[config.mk]
export PLATFORM = sky130hd
export DESIGN_NAME = verify_block_flat
export DESIGN_NICKNAME = d
export VERILOG_FILES = /design/src/rtl/verify_block_if.sv /design/src/rtl/verify_block.sv /design/src/flat_wrapper.sv
export SDC_FILE = /design/constraint.sdc
export NUM_CORES = 1
export LEC_CHECK = 0
export ABC_AREA = 1
export CAP_MARGIN = 5
export CORE_MARGIN = 1.5
export CORE_UTILIZATION = 29
export DETAILED_ROUTE_END_ITERATION = 16
export HOLD_SLACK_MARGIN = 0.02
export PLACE_DENSITY = 0.64
export REMOVE_ABC_BUFFERS = 1
export SYNTH_ARGS = -nofsm -noshare
export SYNTH_HDL_FRONTEND = slang
export SYNTH_SLANG_ARGS = --single-unit
[constraint.sdc]
create_clock -name clock -period 4.2 [get_ports clock]
set_input_delay 0.42 -clock clock [delete_from_list [all_inputs] [get_ports clock]]
set_output_delay 0.42 -clock clock [all_outputs]
set_load 0.02 [all_outputs]
[src/rtl/verify_block_if.sv]
// Request/verdict bundle between the ledger controller (master) and verify_block (slave).
interface verify_block_if;
  logic         start;
  logic [7:0]   previous_hash;
  logic [7:0]   signature;
  logic [7:0]   amount;
  logic         transaction_direction;
  logic [38:0]  proof_of_work;
  logic [7:0]   claimed_hash;
  logic [287:0] random_table;
  logic         busy;
  logic         done;
  logic         block_ok;
  logic [1:0]   reason;
  logic [7:0]   computed_hash;
  logic [15:0]  verify_count;

  modport master (
    output start, previous_hash, signature, amount, transaction_direction,
           proof_of_work, claimed_hash, random_table,
    input  busy, done, block_ok, reason, computed_hash, verify_count
  );

  modport slave (
    input  start, previous_hash, signature, amount, transaction_direction,
           proof_of_work, claimed_hash, random_table,
    output busy, done, block_ok, reason, computed_hash, verify_count
  );
endinterface

[src/rtl/verify_block.sv]
// Block verifier: re-hashes a captured block candidate with a byte-serial Pearson engine
// and reports accept / difficulty fail / hash mismatch / engine timeout.
module pearson_hash64 (
  input  logic         i_clk,
  input  logic         i_rst_n,
  input  logic         i_reset_n,
  input  logic         i_enable,
  input  logic [63:0]  i_message,
  input  logic [287:0] i_table,
  output logic         o_finished,
  output logic [7:0]   o_hash
);
  logic [2:0]  r_idx;
  logic [7:0]  r_hash;
  logic        r_finished;
  logic [63:0] w_msg_sh;
  logic [7:0]  w_x;
  logic [4:0]  w_sel;
  logic [7:0]  w_entry;
  logic [7:0]  w_seed;

  // One message byte per cycle, MSB first; bytes 32..35 of the table fold into the seed.
  always_comb begin
    w_msg_sh = i_message << {r_idx, 3'b000};
    w_x      = r_hash ^ w_msg_sh[63:56];
    w_sel    = w_x[4:0] ^ {2'b00, w_x[7:5]};
    w_entry  = i_table[{w_sel, 3'b000} +: 8];
    w_seed   = i_table[263:256] ^ i_table[271:264] ^ i_table[279:272] ^ i_table[287:280];
  end

  always_ff @(posedge i_clk or negedge i_rst_n) begin
    if (!i_rst_n) begin
      r_idx      <= 3'd0;
      r_hash     <= 8'h00;
      r_finished <= 1'b0;
    end else if (!i_reset_n) begin
      r_idx      <= 3'd0;
      r_hash     <= w_seed;
      r_finished <= 1'b0;
    end else if (i_enable && !r_finished) begin
      r_hash <= w_entry;
      r_idx  <= r_idx + 3'd1;
      if (r_idx == 3'd7) r_finished <= 1'b1;
    end
  end

  assign o_finished = r_finished;
  assign o_hash     = r_hash;
endmodule

module verify_block #(
  parameter int unsigned DIFF_BITS   = 4,
  parameter int unsigned RESET_HOLD  = 7,
  parameter int unsigned TIMEOUT     = 255,
  parameter bit          ENGINE_STUB = 1'b0,
  parameter logic [15:0] VCOUNT_RST  = 16'h0000
) (
  input  logic          clock,
  input  logic          resetn,
  verify_block_if.slave bus
);
  // state    | meaning
  // S_IDLE   | waiting for start, verdict of last run held
  // S_LOAD   | engine held in reset for RESET_HOLD cycles
  // S_HASH   | engine running, timeout down-counter active
  // S_CHECK  | difficulty then hash-match evaluation
  // S_REPORT | done pulse, verify_count update
  typedef enum logic [2:0] {S_IDLE, S_LOAD, S_HASH, S_CHECK, S_REPORT} state_t;

  state_t      r_state, w_state_nxt;
  logic [7:0]  r_cnt, w_cnt_nxt;
  logic [63:0] r_msg, w_msg_nxt;
  logic [7:0]  r_claimed, w_claimed_nxt;
  logic [7:0]  r_comp, w_comp_nxt;
  logic        r_ok, w_ok_nxt;
  logic [1:0]  r_reason, w_reason_nxt;
  logic [15:0] r_count, w_count_nxt;
  logic        w_eng_rst_n;
  logic        w_eng_finished;
  logic        w_finished;
  logic [7:0]  w_eng_hash;

  pearson_hash64 u_engine (
    .i_clk      (clock),
    .i_rst_n    (resetn),
    .i_reset_n  (w_eng_rst_n),
    .i_enable   (1'b1),
    .i_message  (r_msg),
    .i_table    (bus.random_table),
    .o_finished (w_eng_finished),
    .o_hash     (w_eng_hash)
  );

  // ENGINE_STUB ties off finished so the timeout path can be exercised at board bring-up.
  assign w_finished = w_eng_finished & ~ENGINE_STUB;

  always_comb begin
    w_state_nxt   = r_state;
    w_cnt_nxt     = r_cnt;
    w_msg_nxt     = r_msg;
    w_claimed_nxt = r_claimed;
    w_comp_nxt    = r_comp;
    w_ok_nxt      = r_ok;
    w_reason_nxt  = r_reason;
    w_count_nxt   = r_count;
    w_eng_rst_n   = 1'b0;
    case (r_state)
      S_IDLE: begin
        if (bus.start) begin
          w_msg_nxt     = {bus.previous_hash, bus.amount, bus.signature,
                           bus.transaction_direction, bus.proof_of_work};
          w_claimed_nxt = bus.claimed_hash;
          w_comp_nxt    = 8'h00;
          w_ok_nxt      = 1'b0;
          w_reason_nxt  = 2'b00;
          w_cnt_nxt     = 8'(RESET_HOLD - 1);
          w_state_nxt   = S_LOAD;
        end
      end
      S_LOAD: begin
        if (r_cnt == 8'd0) begin
          w_cnt_nxt   = 8'(TIMEOUT);
          w_state_nxt = S_HASH;
        end else begin
          w_cnt_nxt = r_cnt - 8'd1;
        end
      end
      S_HASH: begin
        w_eng_rst_n = 1'b1;
        if (w_finished) begin
          w_comp_nxt  = w_eng_hash;
          w_state_nxt = S_CHECK;
        end else if (r_cnt == 8'd0) begin
          w_reason_nxt = 2'b11;
          w_comp_nxt   = 8'h00;
          w_state_nxt  = S_REPORT;
        end else begin
          w_cnt_nxt = r_cnt - 8'd1;
        end
      end
      S_CHECK: begin
        if (r_comp[7:8-DIFF_BITS] != '0) begin
          w_reason_nxt = 2'b01;
        end else if (r_comp != r_claimed) begin
          w_reason_nxt = 2'b10;
        end else begin
          w_reason_nxt = 2'b00;
          w_ok_nxt     = 1'b1;
        end
        w_state_nxt = S_REPORT;
      end
      S_REPORT: begin
        if (r_ok && (r_count != 16'hFFFF)) w_count_nxt = r_count + 16'd1;
        w_state_nxt = S_IDLE;
      end
      default: w_state_nxt = S_IDLE;
    endcase
  end

  always_ff @(posedge clock or negedge resetn) begin
    if (!resetn) begin
      r_state   <= S_IDLE;
      r_cnt     <= 8'd0;
      r_msg     <= 64'd0;
      r_claimed <= 8'h00;
      r_comp    <= 8'h00;
      r_ok      <= 1'b0;
      r_reason  <= 2'b00;
      r_count   <= VCOUNT_RST;
    end else begin
      r_state   <= w_state_nxt;
      r_cnt     <= w_cnt_nxt;
      r_msg     <= w_msg_nxt;
      r_claimed <= w_claimed_nxt;
      r_comp    <= w_comp_nxt;
      r_ok      <= w_ok_nxt;
      r_reason  <= w_reason_nxt;
      r_count   <= w_count_nxt;
    end
  end

  assign bus.busy          = (r_state != S_IDLE);
  assign bus.done          = (r_state == S_REPORT);
  assign bus.block_ok      = r_ok;
  assign bus.reason        = r_reason;
  assign bus.computed_hash = r_comp;
  assign bus.verify_count  = r_count;
endmodule

[src/flat_wrapper.sv]
// flat-port wrapper written by rule: the top's interface ports become plain ports
module verify_block_flat 
#(
  parameter int unsigned DIFF_BITS   = 4,
  parameter int unsigned RESET_HOLD  = 7,
  parameter int unsigned TIMEOUT     = 255,
  parameter bit          ENGINE_STUB = 1'b0,
  parameter logic [15:0] VCOUNT_RST  = 16'h0000
)
  (clock, resetn, bus_start, bus_previous_hash, bus_signature, bus_amount, bus_transaction_direction, bus_proof_of_work, bus_claimed_hash, bus_random_table, bus_busy, bus_done, bus_block_ok, bus_reason, bus_computed_hash, bus_verify_count);
  verify_block_if bus_i ();
  input  logic clock;
  input  logic resetn;
  input wire logic [$bits(bus_i.start)-1:0] bus_start;
  input wire logic [$bits(bus_i.previous_hash)-1:0] bus_previous_hash;
  input wire logic [$bits(bus_i.signature)-1:0] bus_signature;
  input wire logic [$bits(bus_i.amount)-1:0] bus_amount;
  input wire logic [$bits(bus_i.transaction_direction)-1:0] bus_transaction_direction;
  input wire logic [$bits(bus_i.proof_of_work)-1:0] bus_proof_of_work;
  input wire logic [$bits(bus_i.claimed_hash)-1:0] bus_claimed_hash;
  input wire logic [$bits(bus_i.random_table)-1:0] bus_random_table;
  output wire logic [$bits(bus_i.busy)-1:0] bus_busy;
  output wire logic [$bits(bus_i.done)-1:0] bus_done;
  output wire logic [$bits(bus_i.block_ok)-1:0] bus_block_ok;
  output wire logic [$bits(bus_i.reason)-1:0] bus_reason;
  output wire logic [$bits(bus_i.computed_hash)-1:0] bus_computed_hash;
  output wire logic [$bits(bus_i.verify_count)-1:0] bus_verify_count;
  assign bus_i.start = bus_start;
  assign bus_i.previous_hash = bus_previous_hash;
  assign bus_i.signature = bus_signature;
  assign bus_i.amount = bus_amount;
  assign bus_i.transaction_direction = bus_transaction_direction;
  assign bus_i.proof_of_work = bus_proof_of_work;
  assign bus_i.claimed_hash = bus_claimed_hash;
  assign bus_i.random_table = bus_random_table;
  assign bus_busy = bus_i.busy;
  assign bus_done = bus_i.done;
  assign bus_block_ok = bus_i.block_ok;
  assign bus_reason = bus_i.reason;
  assign bus_computed_hash = bus_i.computed_hash;
  assign bus_verify_count = bus_i.verify_count;
  verify_block #(.DIFF_BITS(DIFF_BITS), .RESET_HOLD(RESET_HOLD), .TIMEOUT(TIMEOUT), .ENGINE_STUB(ENGINE_STUB), .VCOUNT_RST(VCOUNT_RST)) u_core (.clock(clock), .resetn(resetn), .bus(bus_i));
endmodule
* Word level (Yosys, flattened, before mapping) *
Index checks and enable logic that the tools add are counted.

storage, ports and cells
  output and inout bits = 29
  bits in registers = 122
  bits of input ports = 363

cells by class
  muxes and demuxes = 32
  equal/unequal tests = 16
  reductions and logical operators = 16
  add/sub/neg operators = 3
  bitwise operators = 5
  shift-type cells = 2

operator list
  cell                                                                    count
  288-bit by 9-bit variable part select with 8-bit output                 1
  8-bit two-way mux                                                       9
  64-bit by 6-bit left shift with 64-bit output                           1
  8-bit XOR                                                               4
  8-bit case mux with 3 select lines                                      1
  3-bit two-way mux                                                       6
  16-bit by 1-bit adder with 16-bit output (second input constant)        1
  16-bit != test (second input constant)                                  1
  8-bit case mux with 2 select lines                                      1
  2-bit != test (second input constant)                                   6
  3-bit case mux with 4 select lines                                      1
  4-bit AND reduction                                                     3
  2-bit two-way mux                                                       5
  3-bit nonzero test                                                      3
  8-bit logical NOT                                                       1
  8-bit != test                                                           1
  8-bit by 1-bit subtractor with 8-bit output (second input constant)     1
  1-bit two-way mux                                                       7
  3-bit by 2-bit equality test with 1-bit output (second input constant)  2
  3-bit equality test (second input constant)                             2
  2-bit case mux with 3 select lines                                      1
  3-bit AND reduction                                                     2
  5-bit by 3-bit XOR with 5-bit output                                    1
  2-bit by 1-bit != test with 1-bit output (second input constant)        2
  9 further kinds                                                         11

* Longest topological paths before layout *
  depth after elaboration = 6
  gate-level depth with buffers = 21
  gate-level depth less buffers = 19

* Modules after synthesis *
From an unflattened synthesis, not the netlist that was laid out.

second synthesis, totals
  cells, all modules = 1,453
  area, all modules = 9,878.2 sq um

by module, submodules not included
  module          sequential area each (sq um)  area an instance (sq um)  cells each  instances
  pearson_hash64  300.3                         4,954.8                   973         1
  verify_block    2,752.6                       4,923.5                   480         1

* Least setup slack after synthesis *
OpenSTA, ideal clock, no wires.

  kind = reg2reg
  start = reg u_core.u_engine.r_idx[0]
  end = reg u_core.u_engine.r_hash[1], in the netlist u_core.u_engine.o_hash[1]
  cell stages (with the launch flop) = 22
  setup slack = 2,045 ps
  data required time = 4,083 ps
  path buffers = 3
  arrival time = 2,038 ps
  cells stage by stage = dfrtp_1 -> inv_2 -> buf_6 -> nand2_1 -> nand3_1 -> nand2_1 -> nand2_2 -> nand2_4 -> inv_4 -> nand3_4 -> nand2_4 -> buf_12 -> buf_6 -> nand2_1 -> nand3_1 -> nand3_1 -> nand3_1 -> nand3_1 -> nand3_1 -> nand2_1 -> nand2_1 -> nand2_1

between the ends
  longest elaborated chain between the ends = 6

ends and longest elaborated chain
  element                                                  RTL line            RTL
  from (decl)                                              verify_block.sv:13  logic [2:0] r_idx;
  from (signal assigned)                                   verify_block.sv:42  r_idx <= r_idx + 3'd1;
  64-bit by 6-bit left shift with 64-bit output            verify_block.sv:24  w_msg_sh = i_message << {r_idx, 3'b000};
  8-bit XOR                                                verify_block.sv:25  w_x = r_hash ^ w_msg_sh[63:56];
  5-bit by 3-bit XOR with 5-bit output                     verify_block.sv:26  w_sel = w_x[4:0] ^ {2'b00, w_x[7:5]};
  288-bit by 9-bit variable part select with 8-bit output  verify_block.sv:27  w_entry = i_table[{w_sel, 3'b000} +: 8];
  8-bit two-way mux                                        verify_block.sv:40  end else if (i_enable && !r_finished) begin
  8-bit two-way mux                                        verify_block.sv:36  end else if (!i_reset_n) begin
  to (signal assigned)                                     verify_block.sv:38  r_hash <= w_seed;
  to (signal assigned)                                     verify_block.sv:41  r_hash <= w_entry;
  to (decl)                                                verify_block.sv:14  logic [7:0] r_hash;

No other way between the ends. The select of a mux whose other input is x is not followed.
A chain may end at the register's enable or synchronous reset.

* Worst setup path in the final report *
  start = reg u_core.u_engine.r_idx[1]
  end = reg u_core.u_engine.r_hash[5], in the netlist u_core.u_engine.o_hash[5]

The elaborated chain is that of the path after synthesis.

==> impl_table.tex <==
\begin{tabular}{lr}
\hline
Metric & Value \\
\hline
\multicolumn{2}{l}{\textbf{STA}} \\
Slew Viols, Final & 0 \\
Final count of hold timing violations & 0 \\
Clk\_skew & 14.5 ps \\
Fmax & 308 MHz \\
Slew at the pin with the worst max-slew slack & 881 ps \\
Setup-failing EPs final & 0 \\
Unrepaired setup endpoints after global routing & no \\
Slew HR & 41.2\% \\
Final setup TNS & 0 ps \\
Tcrit/Tclk final & 77.4\% \\
Shortest clock period the worst path allows after layout & 3250 ps \\
\multicolumn{2}{l}{\textbf{Clock network}} \\
Clock buffer depth & 2 \\
Number of gates given a new drive strength after cts & 0 \\
TritonCTS Buffers & 17 \\
Clock transition at the register clock pins on the worst setup and hold paths after CTS & 60 ps \\
H-tree depth & 4 \\
Source-to-sink clock delay at the later pin of the worst-skew pair & 420 ps \\
Setup Buffers After CTS & 0 \\
Clock tree from TritonCTS & yes \\
Sink count of the clock tree & 122 \\
CTS Root Cell & clkbuf\_16 \\
\multicolumn{2}{l}{\textbf{Logic synthesis}} \\
Count of distinct cell types in the synthesized netlist & 38 \\
Number of flip-flops and latches in the synthesized netlist & 122 \\
Sequential element share of the synthesized area & 33.6\% \\
Area contributors post-synth & dfrtp\_1 (34\%), nand3\_1 (10\%), nand2\_1 (8.4\%), inv\_1 (6.7\%), o21ai\_0 (6.1\%) \\
Count of warnings emitted by yosys & 0 \\
Area fraction of the dominant cell type after synthesis & 33.6\% \\
Mapped Cells & 1256 \\
Post-synthesis instance area & 9070 sq um \\
Avg Inst Size Synth & 7.22 sq um \\
Largest area contributor in the netlist & dfrtp\_1 \\
\multicolumn{2}{l}{\textbf{Worst setup path}} \\
Launching point of the worst reg2reg path & u\_core.u\_engine.r\_idx[1] \\
Worst path most repeated cell & nand3\_1 \\
Setup crit start kind & flop \\
Maximum fanout encountered on the critical timing path & 53 \\
Required time of the critical path & 4500 ps \\
Cell at the slowest stage of the critical path & buf\_4 \\
Number of cell instances on the worst register-to-register path & 18 \\
Flop2flop setup slack & 950 ps \\
Cell-by-cell trace of the critical path & buf\_4 > inv\_2 > nand3\_1 > nand3\_2 > nand3\_2 > nand2\_2 > nand2\_4 > nand2\_4 > buf\_4 > nand2\_1 > nand3\_1 > nand3\_1 > nand3\_1 > nand3\_1 > nand3\_1 > nand2\_1 > nand2\_1 > nand2\_1 \\
Biggest cell delay along the critical path & 430 ps \\
End of the worst register-to-register path & u\_core.u\_engine.o\_hash[5] \\
Crit path capture type & flop \\
Crit path kind & reg -> reg \\
Data arrival time at the worst-slack endpoint & 3550 ps \\
\multicolumn{2}{l}{\textbf{Power}} \\
Power Dens Cells & 990 nW/um\^{}2 \\
IR drop worst, VDD & 0.000748 V \\
Post-layout total power & 13.7 mW \\
Lkg Pwr & 6.03 nW \\
\multicolumn{2}{l}{\textbf{Global routing}} \\
Total track usage & 22.1\% \\
Wire length of the first global-routing pass & 56300 microns \\
Maximum number of pins on one net before global-route repair & 72 \\
Via count of the first global-routing pass & 9964 \\
Initial antenna violation count & 3 \\
Remaining global-route overflow & 0 \\
\multicolumn{2}{l}{\textbf{Route}} \\
Total vias in the final route & 9951 \\
Remaining DRCs & 0 \\
Pre-antenna DRT Iters & 5 \\
Antenna Nets Post-Route & 0 \\
Final wirelength & 35800 microns \\
Per-cell via count in the routed design & 4.91 \\
Drt wl/cell & 17.7 microns \\
Drt first-iter violations & 605 \\
\multicolumn{2}{l}{\textbf{Die}} \\
Placeable core region & 30700 sq um \\
Num ports & 392 \\
Starting Density & 29.6\% \\
Width of the die & 180 microns \\
Total Die Area & 32400 sq um \\
Vert. Die Dim & 180 microns \\
Number of rows in the core area & 64 \\
\multicolumn{2}{l}{\textbf{Cells and area}} \\
Area growth, synth to finish & 52.3\% \\
Count of nets after finishing & 1985 \\
Fraction of layout cells with a size suffix above 1 & 9.69\% \\
Filler instances & 3094 \\
\multicolumn{2}{l}{\textbf{Worst hold path}} \\
Hold WC Path Type & in -> async \\
\multicolumn{2}{l}{\textbf{Place}} \\
Routability cong. & 0.923 \\
Detailed placer's ending HPWL & 27600 microns \\
Port-buffer cells & 391 \\
\multicolumn{2}{l}{\textbf{Run status}} \\
Outcome & completed \\
\multicolumn{2}{l}{\textbf{Job}} \\
Max-cap check violation count & 0 \\
\hline
\end{tabular}
[synth_stat cells]
| library cell | instances |
|---|---|
| nand2_1 | 203 |
| nand3_1 | 189 |
| inv_1 | 161 |
| dfrtp_1 | 122 |
| nor2_1 | 115 |
| o21ai_0 | 111 |
| mux2_2 | 49 |
| o21ai_1 | 43 |
| o211ai_1 | 38 |
| buf_2 | 32 |
| xnor2_1 | 27 |
| nor2_2 | 25 |
| a21oi_1 | 24 |
| xor2_1 | 21 |
| clkbuf_1 | 12 |
| buf_4 | 10 |
| buf_6 | 10 |
| inv_2 | 7 |
| nand2_2 | 7 |
| nor3_1 | 6 |
| nor4_1 | 6 |
| ha_1 | 5 |
| nand2_4 | 5 |
| nand3_2 | 4 |
| nand4_1 | 4 |
| a31oi_1 | 3 |
| xor2_2 | 3 |
| buf_12 | 2 |
| buf_8 | 2 |
| nand3_4 | 2 |
| a211oi_1 | 1 |
| a32oi_1 | 1 |
| buf_1 | 1 |
| inv_4 | 1 |
| o22ai_1 | 1 |
| o32ai_1 | 1 |
| xnor2_2 | 1 |
| xor2_4 | 1 |
[worst max-delay path: cells and delay by family, from the launching register on]
kind	cells	cell delay, ps
flops	1	350
simple gates	15	1850
buf+inv	3	880
[registers in the layout, summed over array words and instances (netlist names), 2 cells and up]
signal,cells
u_core.r_msg,64
u_core.bus.verify_count,16
u_core.bus.computed_hash,8
u_core.r_claimed,8
u_core.r_cnt,8
u_core.u_engine.o_hash,8
u_core.r_state,3
u_core.u_engine.r_idx,3
u_core.bus.reason,2
[final cells by class]
class | instances | area [sq um] | share of cell area (%)
Clock inverter | 15 | 156 | 1.13
Inverter | 169 | 637 | 4.61
Sequential cell | 122 | 3050 | 22.1
Tap cell | 396 | 495 | 3.59
Multi-Input combinational cell | 896 | 4960 | 35.9
Timing Repair Buffer | 411 | 4090 | 29.6
Clock buffer | 17 | 425 | 3.08
Antenna cell | 2 | 5.00 | 0.0362
[routing by layer]
layer	global-route usage (%)	wire length [microns]	vias up
met4	7.97	1080	2
met2	36.8	17000	416
met3	5.33	2570	63
met1	27.6	15200	4635
li1	-	-	4835
met5	0	13	-
[placed cells by master (no fill, tap or decap), types with 7 or more instances in the layout]
master           count
buf_4               18
nor2_1             114
dfrtp_1            122
inv_2                7
nand3_1            189
o21ai_1             43
clkdlybuf4s50_1    390
o211ai_1            38
nand2_4              7
nand2_1            203
nor2_2              25
mux2_2              49
inv_1              161
o21ai_0            111
clkbuf_16           17
xnor2_1             27
a21oi_1             24
xor2_1              21
[per-stage QoR]
stage	hold WS (ps)	utilization [%]	instance area, sq um	std cells	setup WS [ps]
after CTS	437	45.0	13800	2026	923
after floorplan	124	-	8610	1187	-494
final	446	45.1	13800	2028	951
after detailed placement	352	43.1	13200	1993	944
after global routing	474	45.1	13800	2028	560
after global placement	351	43.1	13200	1993	977
[logic make-up (layout without fill, tap and decap cells)]
group	count (synthesis)	count (layout)	synth area share, %
AND/OR/NAND/NOR	566	566	28.3
buffers and inverters	238	612	12.2
AO/OA/AOI/OAI	223	223	13.5
flip-flops	122	122	33.6
XOR/XNOR	53	53	5.65
multiplexers	49	49	6.08
adder cells (fa/ha/maj)	5	5	0.689
other	0	2	0
[what timing repair did]
action,CTS,global route
hold buffers,1,0
setup endpoints to repair,0,0
endpoints found under the hold margin,25,0
[power breakdown]
group / internal (mW) / switching, mW / leakage, nW
Clock: 0.837 / 0.608 / 0.284
Combinational: 3.64 / 6.70 / 4.23
Sequential: 1.63 / 0.262 / 1.52
Total: 6.11 / 7.57 / 6.03
[how the worst max path moves through the flow]
stage                              from                         to  slack [ps]
4_1_cts        u_core.u_engine.r_idx[1]  u_core.u_engine.o_hash[5]         920
2_1_floorplan         u_core.r_state[1]        u_core.r_claimed[0]        -490
3_5_place_dp   u_core.u_engine.r_idx[1]  u_core.u_engine.o_hash[5]         940
5_1_grt        u_core.u_engine.r_idx[1]  u_core.u_engine.o_hash[5]         560
3_3_place_gp   u_core.u_engine.r_idx[1]  u_core.u_engine.o_hash[5]         980
6_report       u_core.u_engine.r_idx[1]  u_core.u_engine.o_hash[5]         950
Power figures use the tool's default switching activity.
==> RTL edit 1, RTL diff (same flow settings) <==
The 5 states of `state_t` get a one-hot encoding in 5 bits.
--- a/src/rtl/verify_block.sv
+++ b/src/rtl/verify_block.sv
@@ -65,7 +65,7 @@
   // S_HASH   | engine running, timeout down-counter active
   // S_CHECK  | difficulty then hash-match evaluation
   // S_REPORT | done pulse, verify_count update
-  typedef enum logic [2:0] {S_IDLE, S_LOAD, S_HASH, S_CHECK, S_REPORT} state_t;
+  typedef enum logic [4:0] {S_IDLE = 5'b00001, S_LOAD = 5'b00010, S_HASH = 5'b00100, S_CHECK = 5'b01000, S_REPORT = 5'b10000} state_t;
 
   state_t      r_state, w_state_nxt;
   logic [7:0]  r_cnt, w_cnt_nxt;
Check against the original RTL: same outputs for any inputs over 10 cycles, from zero or initial values and one cycle with resetn low; not proved beyond that.
==> RTL edit 1 against the unedited design <==
- setup slack lost 0.11 ns
- cell area shrank 0.85%
- maximum frequency shrank 3.4%
- global-route usage grew 0.21 points
- largest cell class unchanged
- synthesized area shrank 1.1%
- via count grew 1.8%
- final cell count grew 2.4%
- routed wire length is essentially flat
- synthesized cell count grew 5.0%
- critical endpoint is now u_core.u_engine.o_hash[6]
- sequential cell count grew 2
Power is not compared: it rests on default switching activity, and its combinational part moved more than twofold at a synthesized area within 25%.
==> RTL edit 1: results (changes against the unedited design) <==
run_status:
  outcome: "finished clean"
setup_path:
  worst_setup_path_startpoint: "u_core.u_engine.r_idx[0]"
  worst_path_max_delay_cell: "dfrtp_1"
  worstPathArrival_ns: 3.68  # +0.13 ns
  worst-r2r-cell-count: 16  # -2
detailed_routing:
  vias_per_cell: 4.879  # -0.57%
  drt-initial-drc-count: 736  # +22%
  totalWireLength_mm: 35.83  # about the same
finish:
  multi_input_area_um2: 4833  # -2.5%
  final_cell_area_um2: 13700  # -0.85%
  syn_to_final_growth_pct: 52.70
  bufAreaShareNonClock_pct: 29.44  # -0.15 points
  antennaDiodeCount: 0  # -2
yosys:
  post_synth_most_frequent_cells: "nand2_1 (329), inv_1 (140), nand3_1 (137)"
  synth.area.mux_share_pct: 0.1255  # -6.0 points
  yosys.area_share.xor_xnor_pct: 5.341  # -0.31 points
  synth_adder_area_share_pct: 0.6973  # +0.0078 points
  yosys.cell_types.count: 43  # +13%
worst_hold_path:
  timing.hold.worst.class: "flip-flop to flip-flop"
global_routing:
  grt_pass1_wl_mm: 53.95  # -4.1%
  first_global_vias: 9996  # +0.32%
  grt_start_max_net_pins: 88  # +22%
sta:
  timing.clock.skew_ns: 0.01063  # -0.003873 ns
  tightestPinTransition_ns: 1.076  # +0.1957 ns
  setup_slack_ns: 0.8385  # -0.1127 ns
placement:
  dpl_cell_area_um2: 13030  # -1.5%
  detailedPlace.worstSlack_ns: 0.8505  # -0.09364 ns
## RTL edit 1: cell types whose count changed after synthesis, moves of 21 or more
cell	delta
nand3b_1	+26
a21oi_1	+23
nand2_1	+126
inv_1	-21
mux2_2	-48
nand3_1	-52
## RTL edit 1: report_power, final
group / switching, mW / internal (mW) / total (mW)
Combinational: 3.33 / 1.78 / 5.12
Clock: 0.570 / 1.09 / 1.66
Sequential: 0.218 / 1.60 / 1.82
## RTL edit 1: per-stage QoR
stage	hold slack, ns	total power, mW	instances
floorplan	0.1244	5.174	1242
global placement	0.4486	6.876	2044
detailed placement	0.4494	6.958	2044
CTS	0.4697	8.650	2077
global route	0.4922	9.404	2077
finish	0.4692	8.591	2077
## RTL edit 1: layer usage
layer | up-vias | share of wire [%] | routed length (µm) | GRT usage (%)
met1 | 4681 | 41 | 14690 | 26.71
met2 | 389 | 48 | 17380 | 38.30
met5 | - | 0 | 0 | 0
met3 | 74 | 6.8 | 2439 | 4.835
met4 | 0 | 3.7 | 1321 | 9.306
li1 | 4989 | - | - | -
## RTL edit 1: worst min path at each step
stage | startpoint | end | depth (start not counted)
after floorplan | resetn | u_core.bus.block_ok | 0
after global placement | resetn | u_core.r_msg[48] | 1
after detailed placement | resetn | u_core.r_msg[56] | 1
after CTS | u_core.r_msg[43] | u_core.r_msg[43] | 2
after global routing | u_core.r_msg[11] | u_core.r_msg[11] | 2
final | u_core.r_msg[60] | u_core.r_msg[60] | 2
## RTL edit 1: worst max-delay path, delay by kind of cell, from the launching register on
family	cells	cell delay, ns
AO/OA/AOI/OAI	3	0.40
buffers and inverters	2	0.90
flip-flops	1	0.68
AND/OR/NAND/NOR	11	1.22
==> RTL edit 2, RTL diff (config.mk and constraints unchanged) <==
Without the edit above. `DIFF_BITS` is set to 4 in 2 places; all go to 5.
--- a/src/rtl/verify_block.sv
+++ b/src/rtl/verify_block.sv
@@ -49,7 +49,7 @@
 endmodule
 
 module verify_block #(
-  parameter int unsigned DIFF_BITS   = 4,
+  parameter int unsigned DIFF_BITS   = 5,
   parameter int unsigned RESET_HOLD  = 7,
   parameter int unsigned TIMEOUT     = 255,
   parameter bit          ENGINE_STUB = 1'b0,
--- a/src/flat_wrapper.sv
+++ b/src/flat_wrapper.sv
@@ -1,7 +1,7 @@
 // flat-port wrapper written by rule: the top's interface ports become plain ports
 module verify_block_flat 
 #(
-  parameter int unsigned DIFF_BITS   = 4,
+  parameter int unsigned DIFF_BITS   = 5,
   parameter int unsigned RESET_HOLD  = 7,
   parameter int unsigned TIMEOUT     = 255,
   parameter bit          ENGINE_STUB = 1'b0,
Behaviour: no difference found for any inputs over 10 cycles, from zero or initial values and one cycle with resetn low; that may be too few to reach the edited logic, so the function may still have changed.
==> RTL edit 2 against the unedited design <==
- power fell by 8.4%
- routed wire length fell by 1.4%
- worst hold slack got worse by 0.28 ns
- core utilization rose by 0.23 points
- setup slack improved by 0.20 ns
- synthesized area fell by 0.76%
- cell area rose by 0.24%
- largest cell class unchanged
- die area fell by 0.74%
- sequential cell count did not move
- clock power rose by 17%
- maximum frequency rose by 6.4%
==> RTL edit 2: results (changes against the unedited design) <==
setup_path:
  regToRegEndpoint: "u_core.u_engine.o_hash[7]"
  timing.critical_path.slowest_cell_delay_ns: 0.48  # +0.05 ns
  critPathMaxFanout: 53  # unchanged
  worst_r2r_startpoint: "u_core.u_engine.r_idx[0]"
  worst_path_max_delay_cell: "nand2_4"
  worstPathArrival_ns: 3.41  # -0.14 ns
  worst-r2r-cell-count: 16  # -2
  ff2ff_setup_slack_ns: 1.15  # +0.20 ns
yosys:
  synth-main-ff-cell: "dfrtp_1"
  netlist_top_cells_area: "dfrtp_1 (34%), nand2_1 (8.8%), nand3_1 (8.8%), o21ai_0 (7.6%), inv_1 (7.5%)"
  synth.yosys.seq_area_share_pct: 33.90  # +0.26 points
  post_synth_most_frequent_cells: "nand2_1 (211), inv_1 (181), nand3_1 (158)"
  synth_async_sr_flop_share_pct: 100.0  # unchanged
  yosys.cell_types.count: 36  # -5.3%
  synth-warning-count: 0  # unchanged
  most_numerous_cell_in_the_yosys_netlist: "nand2_1"
power:
  vdd_ir_drop_max_uv: 616.1  # -18%
  switchingPower_mw: 6.654  # -12%
  cellLeakagePower_nw: 6.038  # about the same
detailed_routing:
  routedWlPerCell_um: 17.36  # -1.7%
  drt-initial-drc-count: 602  # -0.50%
  dr.pass1.iters: 5  # unchanged
  vias_per_cell: 4.870  # -0.76%
  post-route-drc-count: 0  # unchanged
global_routing:
  grt_start_max_net_pins: 99  # +38%
  antenna_found_initial: 3  # unchanged
  first_global_vias: 9686  # -2.8%
  grt_pass1_wl_mm: 53.48  # -5.0%
  grt.total_usage_pct: 21.86  # -0.19 points
clocking:
  clk-insertion-delay-late_ns: 0.42  # about the same
  clock_tree.htree_level_count: 4  # unchanged
  clk_pin_slew_ns: 0.06  # about the same
  number_of_setup_buffers_added_after_cts: 0  # unchanged
  cts_resized: 0  # unchanged
  clk_buf_depth: 2  # unchanged
  ctsRootBufferMaster: "clkbuf_16"
  cts_inserted_buffers: 17  # unchanged
placement:
  gp_congestion: 0.8719  # -5.5%
  placement.io_buffers: 391  # unchanged
  place.detailed.hpwl_mm: 27.22  # -1.4%
finish:
  final_layout_size_suffix_gt1_share_pct: 7.152  # -2.5 points
  largest_register_ff_count: 64  # unchanged
  largest_register: "u_core.r_msg"
  layout.nets: 1991  # +0.30%
sta:
  tightestPinTransition_ns: 0.9961  # +0.1154 ns
  timing.clock.skew_ns: 0.009551  # -0.004951 ns
  fmax_ghz: 0.3275  # +6.4%
worst_hold_path:
  timing.hold.worst.class: "input port to async pin"
run_status:
  outcome: "finished clean"
[RTL edit 2: final cells by class]
| type | count | area, µm² |
|---|---|---|
| antenna | 2 | 5.005 |
| clock buffer | 20 | 456.7 |
| clock inverter | 12 | 219.0 |
| fill | 3055 | 16740 |
| inverter | 189 | 709.4 |
| multi-input combinational | 885 | 4850 |
| sequential | 122 | 3053 |
| tap | 396 | 495.5 |
| timing repair buffer | 408 | 4064 |
[RTL edit 2: kinds of logic after synthesis]
| family | synth area share, % |
|---|---|
| mux | 3.501 |
| fa+ha+maj | 0.6947 |
| compound gates | 17.70 |
| xor+xnor | 5.030 |
| flops | 33.90 |
| simple gates | 26.71 |
| buf+inv | 12.46 |
[RTL edit 2: worst max-delay path: cells and delay by family (launching register included)]
kind / cells / cell delay (ns)
flops: 1 / 0.39
compound gates: 2 / 0.48
simple gates: 12 / 1.41
buf+inv: 2 / 0.65
[RTL edit 2: worst max path at each step]
stage | start | endpoint | cells after the start
floorplan | u_core.u_engine.r_idx[0] | u_core.u_engine.o_hash[3] | 17
global placement | u_core.u_engine.r_idx[0] | u_core.u_engine.o_hash[7] | 16
detailed placement | u_core.u_engine.r_idx[0] | u_core.u_engine.o_hash[7] | 16
CTS | u_core.u_engine.r_idx[0] | u_core.u_engine.o_hash[7] | 16
global route | u_core.u_engine.r_idx[0] | u_core.u_engine.o_hash[7] | 16
finish | u_core.u_engine.r_idx[0] | u_core.u_engine.o_hash[7] | 16
[RTL edit 2: power by group through the flow]
stage	Combinational (mW)	Sequential, mW	Clock (mW)
floorplan	5.72	1.84	0
global placement	8.99	1.84	0
detailed placement	9.11	1.85	0
CTS	9.15	1.84	1.71
global route	10.1	1.89	1.77
finish	9.02	1.83	1.68
[RTL edit 2: per-layer routing]
metal / global-route usage (%) / part of all wire, %
met4: 6.164 / 2.3
met3: 4.856 / 7.2
met5: 0 / 0.037
met2: 37.85 / 49
met1: 27.11 / 41
[RTL edit 2: per-stage QoR]
step / cell area [µm²] / util (%) / total power [mW] / hold WS [ns] / cells
floorplan: 8592 / - / 7.559 / 0.1244 / 1196
global placement: 13170 / 43.06 / 10.83 / 0.4802 / 2000
detailed placement: 13170 / 43.06 / 10.96 / 0.4813 / 2000
CTS: 13850 / 45.27 / 12.69 / 0.2113 / 2032
global route: 13850 / 45.28 / 13.78 / 0.2383 / 2034
finish: 13850 / 45.28 / 12.54 / 0.1685 / 2034
